**src/rtl/instr_fetch_queue.sv**
```systemverilog
// -----------------------------------------------------------------------------
// instr_fetch_queue
//
// Instruction producer for the decode path. It holds the PC, issues word
// fetches to an instruction memory with a fixed one-cycle response latency,
// buffers the returned words in a DEPTH-entry FIFO, and presents the head
// entry to decode over a valid/ready handshake. Branch redirects flush the
// FIFO, kill any in-flight response and restart fetch at the target.
//
// Parameters:
//   DEPTH     FIFO entries (power of two, >= 2)
//   RESET_PC  PC loaded on reset (word aligned)
//
// Ports:
//   Clk           clock, rising edge
//   Rst           synchronous active-low reset
//   IMemReq       fetch request this cycle (combinational)
//   IMemAddr      fetch byte address = current PC (combinational)
//   IMemData      instruction word, valid one cycle after an accepted request
//   BranchTaken   redirect strobe
//   BranchTarget  redirect byte address (low two bits ignored)
//   InstrValid    head entry valid
//   InstrReady    decode accepts head
//   Instruction   head instruction word (0 when empty)
//   InstrPC       byte address of head instruction (0 when empty)
//   Count         occupied FIFO entries, 0..DEPTH
//
// Optional build macro:
//   FETCH_PERF_CNT_EN  adds FetchCount (accepted requests) and FlushCount
//                      (redirect cycles), both 32-bit wrapping counters.
// -----------------------------------------------------------------------------
module instr_fetch_queue #(
    parameter int          DEPTH    = 4,
    parameter logic [31:0] RESET_PC = 32'h0000_0000
) (
    input  logic                       Clk,
    input  logic                       Rst,
    output logic                       IMemReq,
    output logic [31:0]                IMemAddr,
    input  logic [31:0]                IMemData,
    input  logic                       BranchTaken,
    input  logic [31:0]                BranchTarget,
    output logic                       InstrValid,
    input  logic                       InstrReady,
    output logic [31:0]                Instruction,
    output logic [31:0]                InstrPC,
`ifdef FETCH_PERF_CNT_EN
    output logic [31:0]                FetchCount,
    output logic [31:0]                FlushCount,
`endif
    output logic [$clog2(DEPTH+1)-1:0] Count
);

    localparam int CW = $clog2(DEPTH + 1);
    localparam int PW = $clog2(DEPTH);
    localparam logic [CW-1:0] CNT_ZERO = CW'(0);
    localparam logic [CW-1:0] CNT_ONE  = CW'(1);
    localparam logic [PW-1:0] PTR_ZERO = PW'(0);
    localparam logic [PW-1:0] PTR_ONE  = PW'(1);
    // Capacity compared against entries held plus the one reserved in flight.
    localparam logic [CW:0]   CAP      = (CW + 1)'(DEPTH);

    logic [31:0]   pc_r;
    logic [31:0]   tag_r;
    logic          inflight_r;
    logic [CW-1:0] count_r;
    logic [PW-1:0] rd_ptr_r;
    logic [PW-1:0] wr_ptr_r;
    logic [31:0]   data_mem_r [DEPTH];
    logic [31:0]   pc_mem_r   [DEPTH];

    logic [CW:0]   occupancy_s;
    logic          req_s;
    logic          enq_s;
    logic          deq_s;
    logic          head_valid_s;
    logic          unused_target_bits_s;

    // The low target bits are forced to zero, so they never reach state.
    assign unused_target_bits_s = ^BranchTarget[1:0];

    // Request/handshake decisions for the current cycle.
    always_comb begin
        occupancy_s  = {1'b0, count_r} + {{CW{1'b0}}, inflight_r};
        head_valid_s = (count_r != CNT_ZERO);
        enq_s        = inflight_r;
        deq_s        = head_valid_s && InstrReady;
        // A request reserves its FIFO slot up front, so the FIFO never overflows.
        if (Rst && !BranchTaken && (occupancy_s < CAP)) begin
            req_s = 1'b1;
        end else begin
            req_s = 1'b0;
        end
    end

    assign IMemReq    = req_s;
    assign IMemAddr   = pc_r;
    assign Count      = count_r;
    assign InstrValid = head_valid_s;

    // Head entry presented to decode; an empty FIFO shows a NOP at PC 0.
    always_comb begin
        if (head_valid_s) begin
            Instruction = data_mem_r[rd_ptr_r];
            InstrPC     = pc_mem_r[rd_ptr_r];
        end else begin
            Instruction = 32'h0000_0000;
            InstrPC     = 32'h0000_0000;
        end
    end

    // PC, in-flight tracking and FIFO pointer/occupancy state.
    always_ff @(posedge Clk) begin
        if (!Rst) begin
            pc_r       <= RESET_PC;
            tag_r      <= 32'h0000_0000;
            inflight_r <= 1'b0;
            count_r    <= CNT_ZERO;
            rd_ptr_r   <= PTR_ZERO;
            wr_ptr_r   <= PTR_ZERO;
        end else if (BranchTaken) begin
            // Redirect: flush, drop the in-flight response, ignore any dequeue.
            pc_r       <= {BranchTarget[31:2], 2'b00};
            inflight_r <= 1'b0;
            count_r    <= CNT_ZERO;
            rd_ptr_r   <= PTR_ZERO;
            wr_ptr_r   <= PTR_ZERO;
        end else begin
            if (enq_s) begin
                wr_ptr_r <= wr_ptr_r + PTR_ONE;
            end
            if (deq_s) begin
                rd_ptr_r <= rd_ptr_r + PTR_ONE;
            end
            if (enq_s && !deq_s) begin
                count_r <= count_r + CNT_ONE;
            end else if (!enq_s && deq_s) begin
                count_r <= count_r - CNT_ONE;
            end else begin
                count_r <= count_r;
            end
            if (req_s) begin
                pc_r  <= pc_r + 32'd4;
                tag_r <= pc_r;
            end
            inflight_r <= req_s;
        end
    end

    // FIFO storage: the response arriving this cycle lands at the tail.
    always_ff @(posedge Clk) begin
        if (Rst && !BranchTaken && enq_s) begin
            data_mem_r[wr_ptr_r] <= IMemData;
            pc_mem_r[wr_ptr_r]   <= tag_r;
        end
    end

`ifdef FETCH_PERF_CNT_EN
    logic [31:0] fetch_count_r;
    logic [31:0] flush_count_r;

    // Performance counters for accepted fetches and redirect cycles.
    always_ff @(posedge Clk) begin
        if (!Rst) begin
            fetch_count_r <= 32'h0000_0000;
            flush_count_r <= 32'h0000_0000;
        end else begin
            if (req_s) begin
                fetch_count_r <= fetch_count_r + 32'd1;
            end
            if (BranchTaken) begin
                flush_count_r <= flush_count_r + 32'd1;
            end
        end
    end

    assign FetchCount = fetch_count_r;
    assign FlushCount = flush_count_r;
`endif

endmodule

```
**config.mk**
```make
export PLATFORM = sky130hd
export DESIGN_NAME = instr_fetch_queue
export DESIGN_NICKNAME = d
export VERILOG_FILES = /design/src/rtl/instr_fetch_queue.sv
export SDC_FILE = /design/constraint.sdc
export NUM_CORES = 1
export LEC_CHECK = 0
export CAP_MARGIN = 25
export CORE_MARGIN = 3
export CORE_UTILIZATION = 50
export DETAILED_ROUTE_END_ITERATION = 8
export PLACE_DENSITY = 0.76
export SLEW_MARGIN = 20
export SYNTH_ARGS = -nofsm -noshare
export SYNTH_HDL_FRONTEND = slang
export SYNTH_SLANG_ARGS = --single-unit
```
**constraint.sdc**
```tcl
create_clock -name Clk -period 3.1 [get_ports Clk]
set_input_delay 0.62 -clock Clk [delete_from_list [all_inputs] [get_ports Clk]]
set_output_delay 0.62 -clock Clk [all_outputs]
set_load 0.02 [all_outputs]
```
; Word level (Yosys, flattened, before mapping)
; Memory sizes are Yosys's and may differ from the RTL's. A register that Yosys moved wholly into a read port is not among the register bits.
; Index checks and enable logic that the tools add are counted.
[word_totals]
regBits = 72
output_inout_bits = 101
mem_count = 2
ram_bits = 256
word_cells = 45
inputBits = 68
[op_classes]
magnitude_cmp = 1
bitwise_logic = 2
mux = 13
reduce_logical = 14
addsub = 6
[memory_table]
columns = name, depth, width, read_ports, rd_ports_with_merged_regs, wr, line_no
row1 = data_mem_r, 4, 32, 1, 1, 1, 69  ; logic [31:0] data_mem_r [DEPTH];
row2 = pc_mem_r, 4, 32, 1, 1, 1, 70  ; logic [31:0] pc_mem_r [DEPTH];
[op_table]
columns = cell, count
row1 = $mux W32, 4
row2 = $add A32 B3 Y32 const B, 1
row3 = $mux W2, 4
row4 = $logic_and A1 B1 Y1, 6
row5 = $mux W3, 2
row6 = $add A2 B1 Y2 const B, 2
row7 = $add A3 B1 Y4, 1
row8 = $lt A4 B3 Y1 const B, 1
row9 = $reduce_bool A2 Y1, 2
row10 = $add A3 B1 Y3 const B, 1
row11 = $logic_not A1 Y1, 3
row12 = $mux W1, 3
row13 = $reduce_bool A3 Y1, 1
row14 = $sub A3 B1 Y3 const B, 1
row15 = $not A1 Y1, 2
row16 = $reduce_and A2 Y1, 1
row17 = $reduce_or A2 Y1, 1

; Longest topological paths before layout
; Gate-level depths: netlist of the first run.
[depth]
depth_word = 6
ltp_mapped = 10
depth_no_buf = 8

; Worst setup path before layout of the first run
; Ideal clock, no wire load.
[synth_path]
path_type = input to register
start = input BranchTaken
end = memory data_mem_r[0][0] (enable)
arrival_time_ns = 2.694
slack_ns = -0.021
path_stages = 4
required_ns = 2.673
path_buffers = 2
setup_time_ns = 0.427
cell_sequence = buf_2 > buf_1 > nor2_1 > and3_1
[synth_between]
elab_chain_cells = 5
[synth_lines]
columns = element, line_no
row1 = "start, declared", 41  ; input logic BranchTaken,
row2 = $logic_not A1 Y1, 152  ; if (Rst && !BranchTaken && enq_s) begin
row3 = $logic_and A1 B1 Y1 (2 in a row), 152
row4 = $mux W1, 152
row5 = $mux W1 (not written as such), 153  ; data_mem_r[wr_ptr_r] <= IMemData;
row6 = "end, declared", 69
; No other way between the ends.

==> results of run 1 <==
==> cell type report <==
cell class                 instances  area (µm²)
multi-input combinational        423        3560
clock buffer                      40       882.1
inverter                          12       45.04
clock inverter                    15       167.7
sequential                       318        8856
fill                            1702        8600
timing repair buffer             190        2090
tap                              324       405.4
==> registers in the layout, indices dropped and copies added, names as in the netlist, named ones only <==
| name | cells |
|---|---|
| Count | 3 |
| IMemAddr | 30 |
| data_mem_r | 128 |
| enq_s | 1 |
| pc_mem_r | 120 |
| rd_ptr_r | 2 |
| tag_r | 30 |
| wr_ptr_r | 2 |
==> metrics by stage <==
step	hold WS, ns	setup TNS, ns
after global placement	0.4792	0
after CTS	0.5051	0
after detailed placement	0.4923	0
after global routing	0.5271	-0.01286
after floorplan	0.4600	0
final	0.5007	0
==> worst max-delay path, stage by stage (launching register included) <==
cell and delay [ns]:
dfxtp_4 0.42, buf_12 0.19, mux4_2 0.52, and2_1 0.18, clkdlybuf4s50_1 0.55
==> cells in the mapped netlist, types with 4 or more instances <==
cell type / number
dfxtp_1: 70
xor2_1: 10
a32oi_1: 4
o21ai_0: 11
nand3_1: 16
buf_4: 6
nand2_1: 83
o22ai_1: 10
nor4_1: 5
nor2_1: 15
buf_2: 12
a21oi_1: 59
inv_1: 10
and3_1: 17
and2_1: 65
edfxtp_1: 248
ha_1: 6
clkbuf_1: 26
nor3_1: 9
mux4_2: 62
xnor2_1: 6
==> cells by family (layout without fill, tap and decap cells) <==
kind of cell | Yosys count | after routing | share of synthesized area
flops | 318 | 318 | 0.6985
simple gates | 230 | 230 | 0.09927
compound gates | 97 | 97 | 0.04405
mux | 69 | 69 | 0.1162
buf+inv | 62 | 257 | 0.02311
xor+xnor | 16 | 16 | 0.01106
fa+ha+maj | 7 | 7 | 0.007507
other cells | 1 | 4 | 0.0002960
==> metal layers <==
| metal | track usage | routed length, µm | vias up |
|---|---|---|---|
| met4 | 0.03546 | 285 | 0 |
| met5 | 0 | 0 | - |
| li1 | - | - | 3401 |
| met3 | 0.03367 | 1690 | 27 |
| met1 | 0.2788 | 11290 | 3746 |
| met2 | 0.3056 | 12320 | 268 |
==> cells in the final DEF, fill, tap and decap left out, types with 11 or more instances in the layout <==
| cell type | count |
|---|---|
| a21oi_1 | 59 |
| and2_1 | 65 |
| and3_1 | 13 |
| buf_12 | 14 |
| buf_4 | 12 |
| clkbuf_16 | 33 |
| clkdlybuf4s50_1 | 137 |
| dfxtp_1 | 68 |
| dlymetal6s2s_1 | 24 |
| edfxtp_1 | 248 |
| mux4_2 | 62 |
| nand2_1 | 83 |
| nand3_1 | 16 |
| nor2_1 | 15 |
| o21ai_0 | 11 |
==> power by group through the flow <==
stage / registers (mW) / logic [mW] / clock network [mW]
finish: 4.72 / 0.860 / 3.77
global route: 4.73 / 0.928 / 4.02
CTS: 4.72 / 0.879 / 3.84
detailed placement: 4.82 / 0.868 / 0
global placement: 4.81 / 0.860 / 0
floorplan: 4.82 / 0.423 / 0
==> worst min path at each step <==
| stage | endpoint | depth (start not counted) | slack, ns |
|---|---|---|---|
| floorplan | pc_mem_r[0][10] | 0 | 0.46 |
| finish | tag_r[2] | 2 | 0.50 |
| detailed placement | tag_r[2] | 2 | 0.49 |
| global route | pc_mem_r[1][27] | 0 | 0.53 |
| CTS | tag_r[5] | 2 | 0.51 |
| global placement | tag_r[5] | 2 | 0.48 |
==> what timing repair did <==
action	CTS	global route
setup endpoints to repair	54	42
gates resized for setup	1	26
setup buffers	1	2
pin swaps	0	0
gates cloned	0	0
hold buffers	0	0
==> results.rst, run 1 <==
.. list-table::
   :header-rows: 1

   * - Metric
     - Value
   * - Flip-flop and latch count after synthesis
     - around 320
   * - Die H
     - ~170 µm
   * - Clock latency of the later-clocked register in the worst-skew pair
     - ~0.55 ns
   * - Reg-to-Reg Start
     - Count[0]
   * - Data arrival time of the worst path
     - about 2.4 ns
   * - Tcrit/Tclk final
     - 0.9787
   * - Total CTS buffers
     - 31
   * - RePlAce Congestion
     - between 0.8 and 0.9
   * - Share of total power consumed by net switching
     - 0.2183
   * - Setup slack of the critical path after layout
     - ~0.066 ns
   * - H-tree Lvls
     - 1
   * - Combined global-route utilization of all metal layers
     - 0.1902
   * - Hold Path Origin
     - tag_r[2]
   * - Sequential element share of the synthesized area
     - 0.6985
   * - Post-Synthesis Cells
     - 800
   * - Worst-case register-to-register setup slack
     - approximately 0.55 ns
   * - Die boundary width
     - approximately 170 µm
   * - First-pass GRT wire length
     - 40930 µm
   * - Average detailed-routed wire length per instance
     - roughly 19 µm
   * - Ratio of cells with drive above 1 in the final layout
     - 0.1653
   * - Setup violations, final
     - 0
   * - Site row count
     - 57
   * - Slew at the pin closest to its max-slew limit
     - roughly 0.64 ns
   * - End of the worst register-to-register path
     - Count[2]
   * - Result of the run
     - finished, final reports clean
   * - Number of sinks driven by the clock tree
     - 318
   * - Comb power frac
     - 0.092
   * - Cell taking the most area after synthesis
     - edfxtp_1
   * - Total power density per cell area
     - 584.7 nW/µm²
   * - Number of synthesized flops with an enable pin
     - between 200 and 250
   * - Max-capacitance violation count
     - 0
   * - Final antenna diode count
     - 0
   * - Clock power frac
     - 0.403
   * - Effective utilization at floorplan
     - 0.5148
   * - # placed instances
     - 1264
   * - Number of iterations in the first detailed-routing pass
     - 5
   * - Overall die area
     - about 27000 µm²
   * - Top-Level Pins
     - between 150 and 200
   * - Post-Synthesis Cell Area
     - between 10000 and 15000 µm²
   * - Nets
     - between 1000 and 1500
   * - Area of all placed cells without fillers
     - about 16000 µm²
   * - Standard cell area after detailed placement
     - roughly 15000 µm²
   * - Number of buffer cells added on primary ports
     - ~160
   * - Clock transition at path regs
     - 0.06 ns
   * - Overflow left after global routing
     - 0
   * - Overall power after layout
     - just over 9 mW
   * - Final Instance Count excl. Fillers
     - between 1000 and 1500
   * - Synth Flop Type
     - edfxtp_1
   * - HPWL after DPL
     - approximately 16000 µm
   * - Master cell of the clock root buffer
     - clkbuf_16
   * - Pins Over Slew Limit
     - 0
   * - Part of the power in registers
     - 0.505
   * - Pin count of the biggest net entering global routing
     - between 60 and 70
   * - Avg Inst Size Synth
     - ~16 µm²
   * - Relative slew slack
     - 0.5720
   * - Via density per instance
     - 5.629
   * - Endpoint kind of the worst setup timing path
     - primary output
   * - Class of the tightest hold or removal check
     - flip-flop to flip-flop
   * - Detailed Route WL
     - roughly 26000 µm
   * - Via total after detailed routing
     - 7442
   * - Layout Utilization
     - 0.6505
   * - RSZ-0062 raised after global routing
     - yes
   * - Worst VDD drop
     - 0.0003412 V
   * - Shortest period the worst path allows
     - about 3.0 ns
   * - Worst-case clock skew
     - around 0.011 ns
   * - Setup crit start kind
     - flip-flop
   * - Startpoint-to-endpoint class of the critical path
     - flip-flop to primary output
   * - Fraction of registers with async set/reset
     - 0
   * - Post-route antenna net violation count
     - 0
   * - Power dissipated by switching net loads
     - just over 2 mW
   * - Crit path to
     - InstrPC[10]
   * - Number of DRC violations after detailed routing
     - 0
   * - Proportion of netlist area held by the largest area contributor
     - 0.5879
   * - TritonCTS clock tree
     - yes
   * - Relative area change from synthesis to final layout
     - 26.35%
   * - DRC violation total after the first TritonRoute iteration
     - approximately 550
   * - Biggest area contributors in the synthesized netlist
     - edfxtp_1, dfxtp_1, mux4_2, and2_1, nand2_1
   * - Worst-case setup slack after placement
     - roughly 0.12 ns
   * - Depth of the worst register-to-register path
     - 9
   * - Count of yosys warnings during synthesis
     - 0
   * - Fmax
     - 0.3296 GHz
   * - Maximum fanout along the worst path
     - 15
   * - Core box area
     - around 25000 µm²
   * - Final hold viol count
     - 0
   * - Leakage Power
     - 5.765 nW
   * - Maximum clock insertion buffer count
     - 3
   * - Initial antenna violation count
     - 0
   * - Number of distinct library cells after synthesis
     - just under 50
   * - Data required, critical path
     - about 2.5 ns
   * - Number of global-route vias before repair
     - 7582
   * - Total internal power
     - between 7 and 8 mW
No activity file was read; power rests on OpenSTA's default activity.
==> inputs of run 2 (changes only) <==
--- a/config.mk
+++ b/config.mk
@@ -6,7 +6,7 @@
 export NUM_CORES = 1
 export LEC_CHECK = 0
 export CAP_MARGIN = 25
-export CORE_MARGIN = 3
+export CORE_MARGIN = 1.5
 export CORE_UTILIZATION = 50
 export DETAILED_ROUTE_END_ITERATION = 8
 export PLACE_DENSITY = 0.76
@@ -14,3 +14,4 @@
 export SYNTH_ARGS = -nofsm -noshare
 export SYNTH_HDL_FRONTEND = slang
 export SYNTH_SLANG_ARGS = --single-unit
+export TNS_END_PERCENT = 100
==> run 2 against run 1 <==
Non-clock buffer count increased by 2. Wire length increased by 1.0%. Critical path depth unchanged. Design area increased by 0.32%. Hold slack got worse by 0.0024 ns. Global-route usage increased by 0.69 points. Critical endpoint is now InstrPC[29]. Largest power group unchanged.
==> results.rst, run 2 (same netlist as run 1, synthesis figures left out) <==
.. list-table::
   :header-rows: 1

   * - Metric
     - Value
   * - Result of the run
     - finished, final reports clean
   * - Endpoint kind of the worst setup timing path
     - primary output
   * - Max reg flops
     - 128 (unchanged)
   * - Pins Over Slew Limit
     - 0 (unchanged)
   * - Comb power frac
     - 0.092 (about the same)
   * - Number of sinks driven by the clock tree
     - 318 (unchanged)
   * - Final antenna diode count
     - 0 (unchanged)
   * - Core box area
     - 25040 µm² (+1.8%)
   * - Overall die area
     - 26300 µm² (-3.6%)
   * - Data required, critical path
     - 2.48 ns (about the same)
   * - Detailed Route WL
     - 25860 µm (+1.0%)
   * - Via density per instance
     - 5.517 (-2.0%)
   * - Fmax
     - 0.3316 GHz (+0.61%)
   * - Clock latency of the later-clocked register in the worst-skew pair
     - 0.54 ns (about the same)
   * - Overall power after layout
     - 9.267 mW (-0.97%)
   * - DRC violation total after the first TritonRoute iteration
     - 549 (-0.36%)
   * - Worst-case setup slack after placement
     - 0.1288 ns (+0.006941 ns)
   * - Post CTS Setup Buffer Count
     - 0 (-1)
   * - Worst VDD drop
     - 0.0003310 V (-3.0%)
   * - Effective utilization at floorplan
     - 0.5059 (-0.008876)
   * - Via total after detailed routing
     - 7348 (-1.3%)
   * - Register with the most flip-flops
     - data_mem_r
   * - Setup violations, final
     - 0 (unchanged)
   * - Part of the power in registers
     - 0.509 (+0.004)
   * - Tcrit/Tclk final
     - 0.9727 (-0.005966)
   * - TritonCTS clock tree
     - yes
   * - Combined global-route utilization of all metal layers
     - 0.1971 (+0.006899)
   * - Relative slew slack
     - 0.4886 (-0.08331)
   * - Die H
     - 162.2 µm (-1.8%)
   * - Worst-case clock skew
     - 0.01148 ns (+0.0008615 ns)
   * - Nets
     - 1053 (+0.19%)
   * - Master cell of the clock root buffer
     - clkbuf_16
   * - Overflow left after global routing
     - 0 (unchanged)
   * - Number of iterations in the first detailed-routing pass
     - 5 (unchanged)
   * - Top-Level Pins
     - 169 (unchanged)
   * - Power dissipated by switching net loads
     - 2.051 mW (+0.40%)
   * - Final hold viol count
     - 0 (unchanged)
   * - RePlAce Congestion
     - 0.8182 (about the same)
   * - Pin count of the biggest net entering global routing
     - 66 (unchanged)
   * - Most common cell after layout, fill and taps aside
     - edfxtp_1
   * - Site row count
     - 58 (+1.8%)
   * - H-tree Lvls
     - 1 (unchanged)
   * - Largest registers
     - data_mem_r x128, pc_mem_r x120
   * - First-pass GRT wire length
     - 40110 µm (-2.0%)
   * - Startpoint-to-endpoint class of the critical path
     - flip-flop to primary output
   * - Shortest period the worst path allows
     - 3.016 ns (-0.01849 ns)
   * - Leakage Power
     - 6.214 nW (+7.8%)
   * - Highest-count cells in the layout ignoring fill and taps
     - edfxtp_1, clkdlybuf4s50_1, nand2_1
   * - Number of DRC violations after detailed routing
     - 0 (unchanged)
   * - Die boundary width
     - 162.2 µm (-1.8%)
   * - Initial antenna violation count
     - 0 (unchanged)
   * - Clock transition at path regs
     - 0.06 ns (about the same)
   * - Slew at the pin closest to its max-slew limit
     - 0.7600 ns (+0.1180 ns)
   * - Post-route antenna net violation count
     - 0 (unchanged)
   * - Data arrival time of the worst path
     - 2.40 ns (about the same)
   * - Relative area change from synthesis to final layout
     - 26.76%
   * - Maximum fanout along the worst path
     - 21 (+6)
   * - Ratio of cells with drive above 1 in the final layout
     - 0.1647 (-0.0006600)
   * - Number of inserted filler cells in the final layout
     - 1783 (+4.8%)
   * - Total internal power
     - 7.217 mW (-1.3%)
   * - Clock power frac
     - 0.398 (-0.005)
   * - Maximum clock insertion buffer count
     - 3 (unchanged)
   * - Total CTS buffers
     - 31 (unchanged)
   * - Number of global-route vias before repair
     - 7225 (-4.7%)
   * - Hold bufs inserted after CTS
     - 0 (unchanged)
   * - Summed negative setup slack over all endpoints
     - 0 ns (unchanged)
   * - Number of buffer cells added on primary ports
     - 162 (unchanged)
   * - Average detailed-routed wire length per instance
     - 19.41 µm (+0.28%)
   * - Share of total power consumed by net switching
     - 0.2213 (+0.003016)
   * - Class of the tightest hold or removal check
     - flip-flop to flip-flop
   * - Setup slack of the critical path after layout
     - 0.08449 ns (+0.01849 ns)
   * - Setup crit start kind
     - flip-flop
   * - Min Hold Slack
     - 0.4982 ns (-0.002409 ns)
   * - HPWL after DPL
     - 16310 µm (+1.3%)
   * - Total power density per cell area
     - 577.2 nW/µm² (-1.3%)
   * - Max-capacitance violation count
     - 0 (unchanged)
[run 2: metrics by stage]
stage	area (µm²)	utilization	std cells
2_1_floorplan	12680	-	803
3_3_place_gp	14880	0.5942	1274
3_5_place_dp	14880	0.5942	1274
4_1_cts	15930	0.6362	1332
5_1_grt	16060	0.6413	1332
6_report	16060	0.6413	1332
[run 2: layer usage]
metal	wire [µm]	part of all wire	global-route usage	up-vias
met1	11650	0.45	0.2886	3658
li1	-	-	-	3404
met3	1662	0.064	0.03115	26
met2	12280	0.47	0.3170	260
met5	0	0	0	-
met4	270	0.010	0.04003	0
[run 2: timing repair]
action / in CTS / in global routing
hold endpoints to repair: 0 / 0
setup endpoints to repair: 62 / 51
pin swaps: 0 / 0
cloned: 1 / 0
gates resized for setup: 7 / 53
[run 2: critical path: stages, from the launching register on]
cell             delay (ns)
dfxtp_4                0.42
buf_16                 0.22
mux4_2                 0.51
and2_1                 0.16
clkdlybuf4s50_1        0.52
[run 2: path summary, 6_finish.rpt]
path,slack (ns),from,endpoint,depth (start not counted)
max,0.08,flip-flop,InstrPC[29],4
min,0.50,tag_r[5],tag_r[5],2
max reg2reg,0.53,Count[2],Count[2],9
min reg2reg,0.50,tag_r[5],tag_r[5],2
[run 2: power by group through the flow]
stage / clock network [mW] / logic [mW] / registers, mW
after global routing: 3.92 / 0.921 / 4.73
after detailed placement: 0 / 0.874 / 4.81
after CTS: 3.75 / 0.881 / 4.72
after floorplan: 0 / 0.423 / 4.82
final: 3.69 / 0.857 / 4.72
after global placement: 0 / 0.863 / 4.80
[run 2: final cells by class]
type                       instances  area, µm²  area share
tap                              330      412.9     0.02572
multi-input combinational        423       3560      0.2217
timing repair buffer             192       2168      0.1350
clock buffer                      42      847.1     0.05275
clock inverter                    15      167.7     0.01044
sequential                       318       8856      0.5515
inverter                          12      45.04    0.002805
